<file path="src/rtl/imm_pkg.sv">
// Shared opcode constants, immediate-type codes and pipeline state encoding
// for the RISC-V immediate generator.
package imm_pkg;

    localparam logic [6:0] OPC_LUI       = 7'b0110111;
    localparam logic [6:0] OPC_AUIPC     = 7'b0010111;
    localparam logic [6:0] OPC_JAL       = 7'b1101111;
    localparam logic [6:0] OPC_JALR      = 7'b1100111;
    localparam logic [6:0] OPC_BRANCH    = 7'b1100011;
    localparam logic [6:0] OPC_LOAD      = 7'b0000011;
    localparam logic [6:0] OPC_STORE     = 7'b0100011;
    localparam logic [6:0] OPC_MISC_MEM  = 7'b0001111;
    localparam logic [6:0] OPC_OP_IMM    = 7'b0010011;
    localparam logic [6:0] OPC_OP_IMM_32 = 7'b0011011;
    localparam logic [6:0] OPC_OP        = 7'b0110011;
    localparam logic [6:0] OPC_OP_32     = 7'b0111011;
    localparam logic [6:0] OPC_SYSTEM    = 7'b1110011;

    typedef enum logic [2:0] {
        IMM_NONE = 3'd0,
        IMM_I    = 3'd1,
        IMM_S    = 3'd2,
        IMM_B    = 3'd3,
        IMM_U    = 3'd4,
        IMM_J    = 3'd5,
        IMM_Z    = 3'd6,
        IMM_SH   = 3'd7
    } imm_type_e;

    typedef enum logic [1:0] {
        ST_EMPTY = 2'd0,
        ST_ONE   = 2'd1,
        ST_TWO   = 2'd2
    } pipe_state_e;

    function automatic bit xlen_legal(input int xlen);
        return (xlen == 32) || (xlen == 64);
    endfunction

endpackage

</file>
<file path="src/rtl/imm_decode.sv">
// Combinational RV32/RV64 immediate decoder: maps an instruction word to its
// XLEN-wide immediate, immediate-type code and an illegal-encoding flag.
module imm_decode
    import imm_pkg::*;
#(
    parameter int XLEN = 64
) (
    input  logic [31:0]     inst,
    output logic [XLEN-1:0] imm,
    output logic [2:0]      imm_type,
    output logic            illegal
);

    if (!xlen_legal(XLEN)) begin : g_bad_xlen
        $error("imm_decode: XLEN must be 32 or 64");
    end

    localparam bit IS64 = (XLEN == 64);

    logic [6:0]  opcode;
    logic [2:0]  funct3;
    logic        shift_op;
    logic [31:0] imm32;
    imm_type_e   typ;

    assign opcode   = inst[6:0];
    assign funct3   = inst[14:12];
    assign shift_op = (funct3 == 3'b001) || (funct3 == 3'b101);

    // Every immediate fits in 32 bits already sign- or zero-extended, so one
    // final sign extension from bit 31 covers both RV32 and RV64.
    always_comb begin
        imm32   = '0;
        typ     = IMM_NONE;
        illegal = 1'b0;
        case (opcode)
            OPC_LUI, OPC_AUIPC: begin
                typ   = IMM_U;
                imm32 = {inst[31:12], 12'b0};
            end
            OPC_JAL: begin
                typ   = IMM_J;
                imm32 = {{12{inst[31]}}, inst[19:12], inst[20], inst[30:21], 1'b0};
            end
            OPC_BRANCH: begin
                typ   = IMM_B;
                imm32 = {{20{inst[31]}}, inst[7], inst[30:25], inst[11:8], 1'b0};
            end
            OPC_JALR, OPC_LOAD, OPC_MISC_MEM: begin
                typ   = IMM_I;
                imm32 = {{20{inst[31]}}, inst[31:20]};
            end
            OPC_STORE: begin
                typ   = IMM_S;
                imm32 = {{20{inst[31]}}, inst[31:25], inst[11:7]};
            end
            OPC_OP_IMM: begin
                if (shift_op) begin
                    typ = IMM_SH;
                    if (IS64) begin
                        imm32 = {26'b0, inst[25:20]};
                    end else begin
                        imm32   = {27'b0, inst[24:20]};
                        illegal = inst[25];
                    end
                end else begin
                    typ   = IMM_I;
                    imm32 = {{20{inst[31]}}, inst[31:20]};
                end
            end
            OPC_OP_IMM_32: begin
                if (!IS64) begin
                    illegal = 1'b1;
                end else if (shift_op) begin
                    typ     = IMM_SH;
                    imm32   = {27'b0, inst[24:20]};
                    illegal = inst[25];
                end else begin
                    typ   = IMM_I;
                    imm32 = {{20{inst[31]}}, inst[31:20]};
                end
            end
            OPC_SYSTEM: begin
                if (funct3[2]) begin
                    typ   = IMM_Z;
                    imm32 = {27'b0, inst[19:15]};
                end else begin
                    typ   = IMM_I;
                    imm32 = {{20{inst[31]}}, inst[31:20]};
                end
            end
            OPC_OP: begin
                illegal = 1'b0;
            end
            OPC_OP_32: begin
                illegal = !IS64;
            end
            default: begin
                illegal = 1'b1;
            end
        endcase
    end

    assign imm      = XLEN'($signed(imm32));
    assign imm_type = typ;

endmodule

</file>
<file path="src/rtl/imm_gen_pipe.sv">
// Pipelined immediate generator: decodes one instruction per cycle behind a
// valid/ready handshake, with an optional 2-entry skid buffer on the output.
module imm_gen_pipe
    import imm_pkg::*;
#(
    parameter int XLEN  = 64,
    parameter int SKID  = 1,
    parameter int TAG_W = 8
) (
    input  logic             clk,
    input  logic             rst_n,
    input  logic             in_valid,
    output logic             in_ready,
    input  logic [31:0]      in_inst,
    input  logic [TAG_W-1:0] in_tag,
    output logic             out_valid,
    input  logic             out_ready,
    output logic [XLEN-1:0]  out_imm,
    output logic [2:0]       out_type,
    output logic             out_illegal,
    output logic [TAG_W-1:0] out_tag
);

    localparam int ENT_W = XLEN + 3 + 1 + TAG_W;

    logic [XLEN-1:0]  dec_imm;
    logic [2:0]       dec_type;
    logic             dec_illegal;
    logic [ENT_W-1:0] in_entry;
    logic [ENT_W-1:0] out_q;
    logic             accept;
    logic             drain;

    imm_decode #(
        .XLEN(XLEN)
    ) u_decode (
        .inst     (in_inst),
        .imm      (dec_imm),
        .imm_type (dec_type),
        .illegal  (dec_illegal)
    );

    assign in_entry = {dec_imm, dec_type, dec_illegal, in_tag};
    assign accept   = in_valid && in_ready;
    assign drain    = out_valid && out_ready;
    assign {out_imm, out_type, out_illegal, out_tag} = out_q;

    if (SKID != 0) begin : g_skid
        pipe_state_e      state_q;
        pipe_state_e      state_d;
        logic [ENT_W-1:0] skid_q;
        logic             ready_q;
        logic             load_out;
        logic             load_skid;
        logic             pop_skid;

        // in_ready is registered from the next state so it never depends on out_ready.
        always_ff @(posedge clk or negedge rst_n) begin
            if (!rst_n) begin
                state_q <= ST_EMPTY;
                ready_q <= 1'b1;
            end else begin
                state_q <= state_d;
                ready_q <= (state_d != ST_TWO);
            end
        end

        always_comb begin
            state_d   = state_q;
            load_out  = 1'b0;
            load_skid = 1'b0;
            pop_skid  = 1'b0;
            case (state_q)
                ST_EMPTY: begin
                    if (accept) begin
                        state_d  = ST_ONE;
                        load_out = 1'b1;
                    end
                end
                ST_ONE: begin
                    if (accept && !drain) begin
                        state_d   = ST_TWO;
                        load_skid = 1'b1;
                    end else if (accept && drain) begin
                        load_out = 1'b1;
                    end else if (drain) begin
                        state_d = ST_EMPTY;
                    end
                end
                ST_TWO: begin
                    if (drain) begin
                        state_d  = ST_ONE;
                        pop_skid = 1'b1;
                    end
                end
                default: begin
                    state_d = ST_EMPTY;
                end
            endcase
        end

        always_ff @(posedge clk or negedge rst_n) begin
            if (!rst_n) begin
                out_q  <= '0;
                skid_q <= '0;
            end else begin
                if (load_out) begin
                    out_q <= in_entry;
                end else if (pop_skid) begin
                    out_q <= skid_q;
                end
                if (load_skid) begin
                    skid_q <= in_entry;
                end
            end
        end

        assign in_ready  = ready_q;
        assign out_valid = (state_q != ST_EMPTY);
    end else begin : g_single
        logic valid_q;

        always_ff @(posedge clk or negedge rst_n) begin
            if (!rst_n) begin
                valid_q <= 1'b0;
                out_q   <= '0;
            end else if (accept) begin
                valid_q <= 1'b1;
                out_q   <= in_entry;
            end else if (drain) begin
                valid_q <= 1'b0;
            end
        end

        assign in_ready  = !valid_q || out_ready;
        assign out_valid = valid_q;
    end

endmodule
</file>
<file path="config.mk">
export PLATFORM = sky130hd
export DESIGN_NAME = imm_gen_pipe
export DESIGN_NICKNAME = d
export VERILOG_FILES = /design/src/rtl/imm_pkg.sv /design/src/rtl/imm_decode.sv /design/src/rtl/imm_gen_pipe.sv
export SDC_FILE = /design/constraint.sdc
export NUM_CORES = 1
export LEC_CHECK = 0
export ABC_AREA = 1
export BUFFER_PORTS_ARGS = -buffer_cell sky130_fd_sc_hd__buf_2
export CORE_UTILIZATION = 30
export DETAILED_ROUTE_END_ITERATION = 8
export HOLD_SLACK_MARGIN = 0.15
export PLACE_DENSITY_LB_ADDON = 0.08
export SLEW_MARGIN = 40
export SYNTH_ARGS = -nofsm -noshare
export SYNTH_HDL_FRONTEND = slang
export SYNTH_HIERARCHICAL = 1
export SYNTH_SLANG_ARGS = --single-unit
</file>
<file path="constraint.sdc">
create_clock -name clk -period 1.9 [get_ports clk]
set_input_delay 0.285 -clock clk [delete_from_list [all_inputs] [get_ports clk]]
set_output_delay 0.285 -clock clk [all_outputs]
set_load 0.01 [all_outputs]
</file>
## Word-level counts from Yosys, hierarchy flattened

Index checks and enable logic that the tools add are counted.

| word-level totals | value |
|---|---|
| ROM bits | 0 |
| output and inout bits | 78 |
| register bits | 123 |
| bits in latches | 0 |
| logic and storage cells | 60 |
| bits of input ports | 44 |
| memories kept | 0 |
| RAM bits | 0 |

| cells by class | value |
|---|---|
| muxes and demuxes | 25 |
| order comparisons | 0 |
| divide/modulo/power cells | 0 |
| reductions and logical operators | 13 |
| multiply operators | 0 |
| eq/ne operators | 18 |
| bitwise operators | 0 |
| add/subtract/negate cells | 0 |
| shift operators | 0 |

Operator list:

| operator | count |
|---|---|
| $pmux W32 S8 | 1 |
| $mux W76 | 2 |
| $mux W32 | 3 |
| $eq A7 B6 Y1 const B | 4 |
| $eq A7 B7 Y1 const B | 4 |
| $eq A7 B5 Y1 const B | 3 |
| $pmux W3 S7 | 1 |
| $reduce_or A12 Y1 | 1 |
| $mux W2 | 5 |
| $mux W1 | 8 |
| $eq A7 B2 Y1 const B | 1 |
| $eq A7 B4 Y1 const B | 1 |
| $mux W3 | 2 |
| $pmux W2 S3 | 1 |
| $logic_and A1 B1 Y1 | 4 |
| $pmux W1 S2 | 2 |
| $reduce_bool A2 Y1 | 2 |
| $reduce_or A2 Y1 | 2 |
| $eq A3 B1 Y1 const B | 1 |
| $eq A3 B3 Y1 const B | 1 |
| $reduce_or A3 Y1 | 1 |
| $eq A2 B1 Y1 const B | 1 |
| $eq A2 B2 Y1 const B | 1 |
| $logic_not A2 Y1 | 1 |
| other kinds (3) | 3 |

## Depth between registers and ports, before layout

| depth | value |
|---|---|
| depth in word-level cells | 7 |
| gate-level depth with buffers | 14 |
| gate-level depth less buffers | 13 |

## Hierarchy

The synthesis kept the hierarchy.

By module, submodules not included:

| module | instances | area each (sq um) | sequential area each (sq um) | cells each |
|---|---|---|---|---|
| imm_gen_pipe | 1 | 7616.1 | 3880.0 | 946 |
| imm_decode | 1 | 1726.7 | 0.0 | 318 |

## Worst setup path before layout

Ideal clock, no wire load.

| path | value |
|---|---|
| path type | in2reg |
| from | in in_inst[1] |
| to | reg out_q[70] |
| data arrival time | 1882 ps |
| required time | 1783 ps |
| setup time | 117 ps |
| stages | 14 |
| buffers on the path | 2 |
| path slack | -99 ps |
| cell sequence | nand2_4 > inv_2 > nand2_1 > nand2_1 > nand2_1 > nand3_2 > nand2_2 > buf_6 > nand3_2 > buf_4 > inv_1 > nand4_1 > nand2_1 > nand2_1 |

| on the way | value |
|---|---|
| word-level cells in the longest chain between the ends | 4 |
| elaborated cells on any way between the ends | 15 |
| classes of those cells | eq/ne: 11; mux: 2; reduce/logical: 2 |

Ends and longest elaborated chain:

| item | RTL line | source |
|---|---|---|
| start: declaration | imm_gen_pipe.sv:14 | `input logic [31:0] in_inst,` |
| $eq A7 B7 Y1, or another cell as far along | imm_decode.sv:36 | `case (opcode)` |
| $reduce_or A3 Y1 or $reduce_or A2 Y1 (tied branches) | imm_decode.sv:36 |  |
| $pmux W32 S8 (*) | imm_decode.sv:36 |  |
| named net dec_imm[31] | imm_gen_pipe.sv:26 | `logic [XLEN-1:0] dec_imm;` |
| $mux W76 (*) | imm_gen_pipe.sv:107 | `if (load_out) begin` |
| end signal: assignment | imm_gen_pipe.sv:108 | `out_q <= in_entry;` |
| end signal: assignment | imm_gen_pipe.sv:110 | `out_q <= skid_q;` |
| end: declaration | imm_gen_pipe.sv:30 | `logic [ENT_W-1:0] out_q;` |

The timed path passes the listed nets; every way through them passes the cells marked *.
A chain may end at the register's enable or synchronous reset.

## Worst setup path after layout

| path | value |
|---|---|
| from | reg g_skid.state_q[0] |
| to | out out_valid |

| on the way | value |
|---|---|
| word-level cells in the longest chain between the ends | 1 |

Ends and longest elaborated chain:

| item | RTL line | source |
|---|---|---|
| start: declaration | imm_gen_pipe.sv:49 | `pipe_state_e state_q;` |
| start signal: assignment | imm_gen_pipe.sv:63 | `state_q <= state_d;` |
| $reduce_bool A2 Y1 | imm_gen_pipe.sv:119 | `assign out_valid = (state_q != ST_EMPTY);` |
| end: declaration | imm_gen_pipe.sv:16 | `output logic out_valid,` |

Every way passes these cells.

==> results by group <==
Logic synthesis
  – Syn nets: 1308
  – Yosys top cell area share: 41.2%
  – Avg Cell Area, Syn: 7.39 µm²
  – Post-synth EDFFs: 0
  – Main synth FF type: dfrtp_1
  – Dominant cell type by area after synthesis: dfrtp_1
  – Leading post-synthesis cells by cell area: dfrtp_1 (41%), nand2_1 (16%), nand4_1 (11%)
  – Synth async-reset ratio: 100%
  – Mapped cell area: 9340 µm²
  – Post-synth cell types: 29
  – Register area share after synthesis: 41.5%
  – Mapped Cells: 1264
  – Synth warn: 6
  – Flops & latches, synth: 155

Clocking
  – CTS Buf Count: 17
  – Postcts setup bufs: 0
  – Count of cells resized by post-cts repair: 0
  – Reg clk slew, reported paths: 60 ps
  – Root Buffer: clkbuf_16
  – Sinks on Clock Net: 155
  – H-tree lvl count: 4
  – Clk buf depth: 2
  – CTS tree: yes
  – Clock Latency Late Sink: 420 ps
  – Hold Buf Count CTS: 6

GRT
  – GRT Util Overall: 18.8%
  – First-pass GRT wire length: 47200 µm
  – Number of global-route vias before repair: 8411
  – Initial antenna violation count: 1
  – Largest net degree at the start of global routing: 84
  – Final global-route overflow total: 0

Worst setup path
  – Worst path bufs/invs: 3
  – Worst-path cell chain: inv_2 > buf_4 > nand2_1 > buf_2
  – Critical path launch point type: register
  – FF-to-FF setup slack: 210 ps
  – Slowest library cell on the worst path: dfrtp_1
  – Worst R2R Path Depth: 6
  – CP max FO: 14
  – Setup CP Type: reg2out
  – Crit path max-delay family: buffers and inverters
  – Worst R2R End: g_skid.skid_q[41]
  – R2R Path Start: in_ready
  – Slowest Stage Delay on Critical Path: 410 ps
  – Req. time, crit path: 1620 ps
  – Critical path startpoint: g_skid.state_q[0]
  – Worst endpoint data arrival time: 1520 ps
  – Worst Setup End Kind: output pin

Power
  – Power per cell area: 1210 nW/µm²
  – Power share of the sequential group: 39.0%
  – Lkg Pwr: 5.50 nW
  – P_sw: 0.00498 W
  – Max VDD drop: 0.000632 V
  – Cell Int Power: 0.00802 W
  – Sw Share: 38.3%
  – Comb power frac: 34.5%
  – Clock power share: 26.5%

Detailed routing
  – Initial DRC count: 712
  – Vias: 8702
  – Drt wl/cell: 17.0 µm
  – Post-route ant nets: 0
  – DRT Wirelength: 29300 µm
  – First-pass DRT Iterations: 5
  – Vias per Instance: 5.05
  – DRC Markers: 0

Timing
  – RSZ-0062 raised after global routing: false
  – Hold WS: 170 ps
  – Maximum clock rate: 554 MHz
  – Final hold violations: 0
  – Worst-Margin Slew: 697 ps
  – Worst slew margin: 53.5%
  – Setup violations, final: 0
  – Shortest period the worst path allows: 1810 ps
  – Worst Skew: 11.4 ps
  – Period utilization: 95.1%
  – Total negative slack: 0 ps
  – Final Max Slew Viols: 0

Worst hold path
  – Worst hold path endpoint: g_skid.skid_q[1]
  – Hold Crit Depth: 3
  – Min-delay worst type: in2reg
  – Hold path startpoint: in_tag[1]

Die
  – CORE AREA: 30600 µm²
  – IO Pins: 122
  – Die area: 31900 µm²
  – Die Wd: 178 µm
  – Site Rows: 64
  – Initial Util: 30.5%
  – Die Y: 178 µm

Final layout
  – Final non-filler cell total: 1724
  – Area Overhead vs Synth: 15.4%
  – Final Instance Area: 10800 µm²
  – Nets: 1358
  – Layout cells sized above 1: 18.5%
  – Util after Layout: 35.3%

Run status
  – Run status: finished, final reports clean

Placement
  – Hpwl dp: 18100 µm
  – RePlAce Congestion: 0.843
  – DP Area: 10100 µm²
  – DP Cell Count: 1685
  – Number of port buffers: 121

Flow run
  – Max Cap Viol: 0
-- cell usage in the layout, fill, tap and decap left out, types with 3 or more instances in the layout --
cell type and instances:
nand3_1 125, o21ai_0 83, clkbuf_16 17, nand2_2 11, nand3b_1 10, a21oi_1 4
nor2_4 4, nand2_1 398, inv_2 10, o21ai_1 5, buf_12 18, clkinvlp_4 4
buf_4 26, dlygate4sd3_1 6, nand2_4 3, inv_1 97, nor2_1 33, clkinv_4 3
dfrtp_1 153, nand4_1 163, nand3_4 3, nand3_2 13, buf_2 120
-- Yosys cell counts, types with 15 or more instances --
cell type  count
dfrtp_1      154
buf_6         16
clkbuf_1      27
nor2_1        33
nand3_1      125
inv_1         97
buf_2         44
buf_4         47
o21ai_0       83
nand2_1      399
nand3_2       15
nand4_1      163
-- how the worst max path moves through the flow --
stage               cells past startpoint   endpoint
finish                                  4  out_valid
global route                            4  out_valid
CTS                                     4  out_valid
detailed placement                     13  out_q[47]
global placement                       13  out_q[47]
floorplan                              14  out_q[70]
-- metal layers --
layer / wire [µm] / share of wire (%) / GRT usage, %
met5: 0 / 0 / 0
met4: 311 / 1.1 / 3.92
met2: 13900 / 47 / 31.2
met3: 1040 / 3.6 / 2.30
met1: 14000 / 48 / 26.0
-- kinds of logic after synthesis --
family	Yosys count	synth area share (%)
AO/OA/AOI/OAI	92	4.93
buffers and inverters	248	13.9
AND/OR/NAND/NOR	769	39.7
flip-flops	155	41.5
-- worst min-delay path: stages --
cell,delay [ps]
buf_2,90
inv_1,70
o21ai_0,90
-- power groups by stage --
stage	Clock [W]	Combinational, W	Sequential, W
after floorplan	0	0.00236	0.00537
after global placement	0	0.00453	0.00515
after detailed placement	0	0.00454	0.00515
after CTS	0.00355	0.00457	0.00509
after global routing	0.00368	0.00509	0.00520
final	0.00344	0.00449	0.00507
-- metrics by stage --
stage	worst slack (ps)	power [W]
floorplan	91.8	0.00773
global placement	44.2	0.00968
detailed placement	21.2	0.00969
CTS	54.4	0.0132
global route	3.97	0.0140
finish	93.6	0.0130
-- state kept, by name, indices dropped and copies added, names as in the netlist --
signal and cells:
g_skid.state_q 2, in_ready 1, out_q 76, g_skid.skid_q 76
-- final cells by class --
cell class | count | area (µm²)
Multi-Input combinational cell | 861 | 4180
Clock buffer | 20 | 447
Timing Repair Buffer | 171 | 1230
Sequential cell | 155 | 3880
Antenna cell | 1 | 2.50
Clock inverter | 12 | 139
Fill cell | 3340 | 19800
Tap cell | 396 | 495
Inverter | 108 | 408
Note: power is estimated with default switching activity, not from simulation.
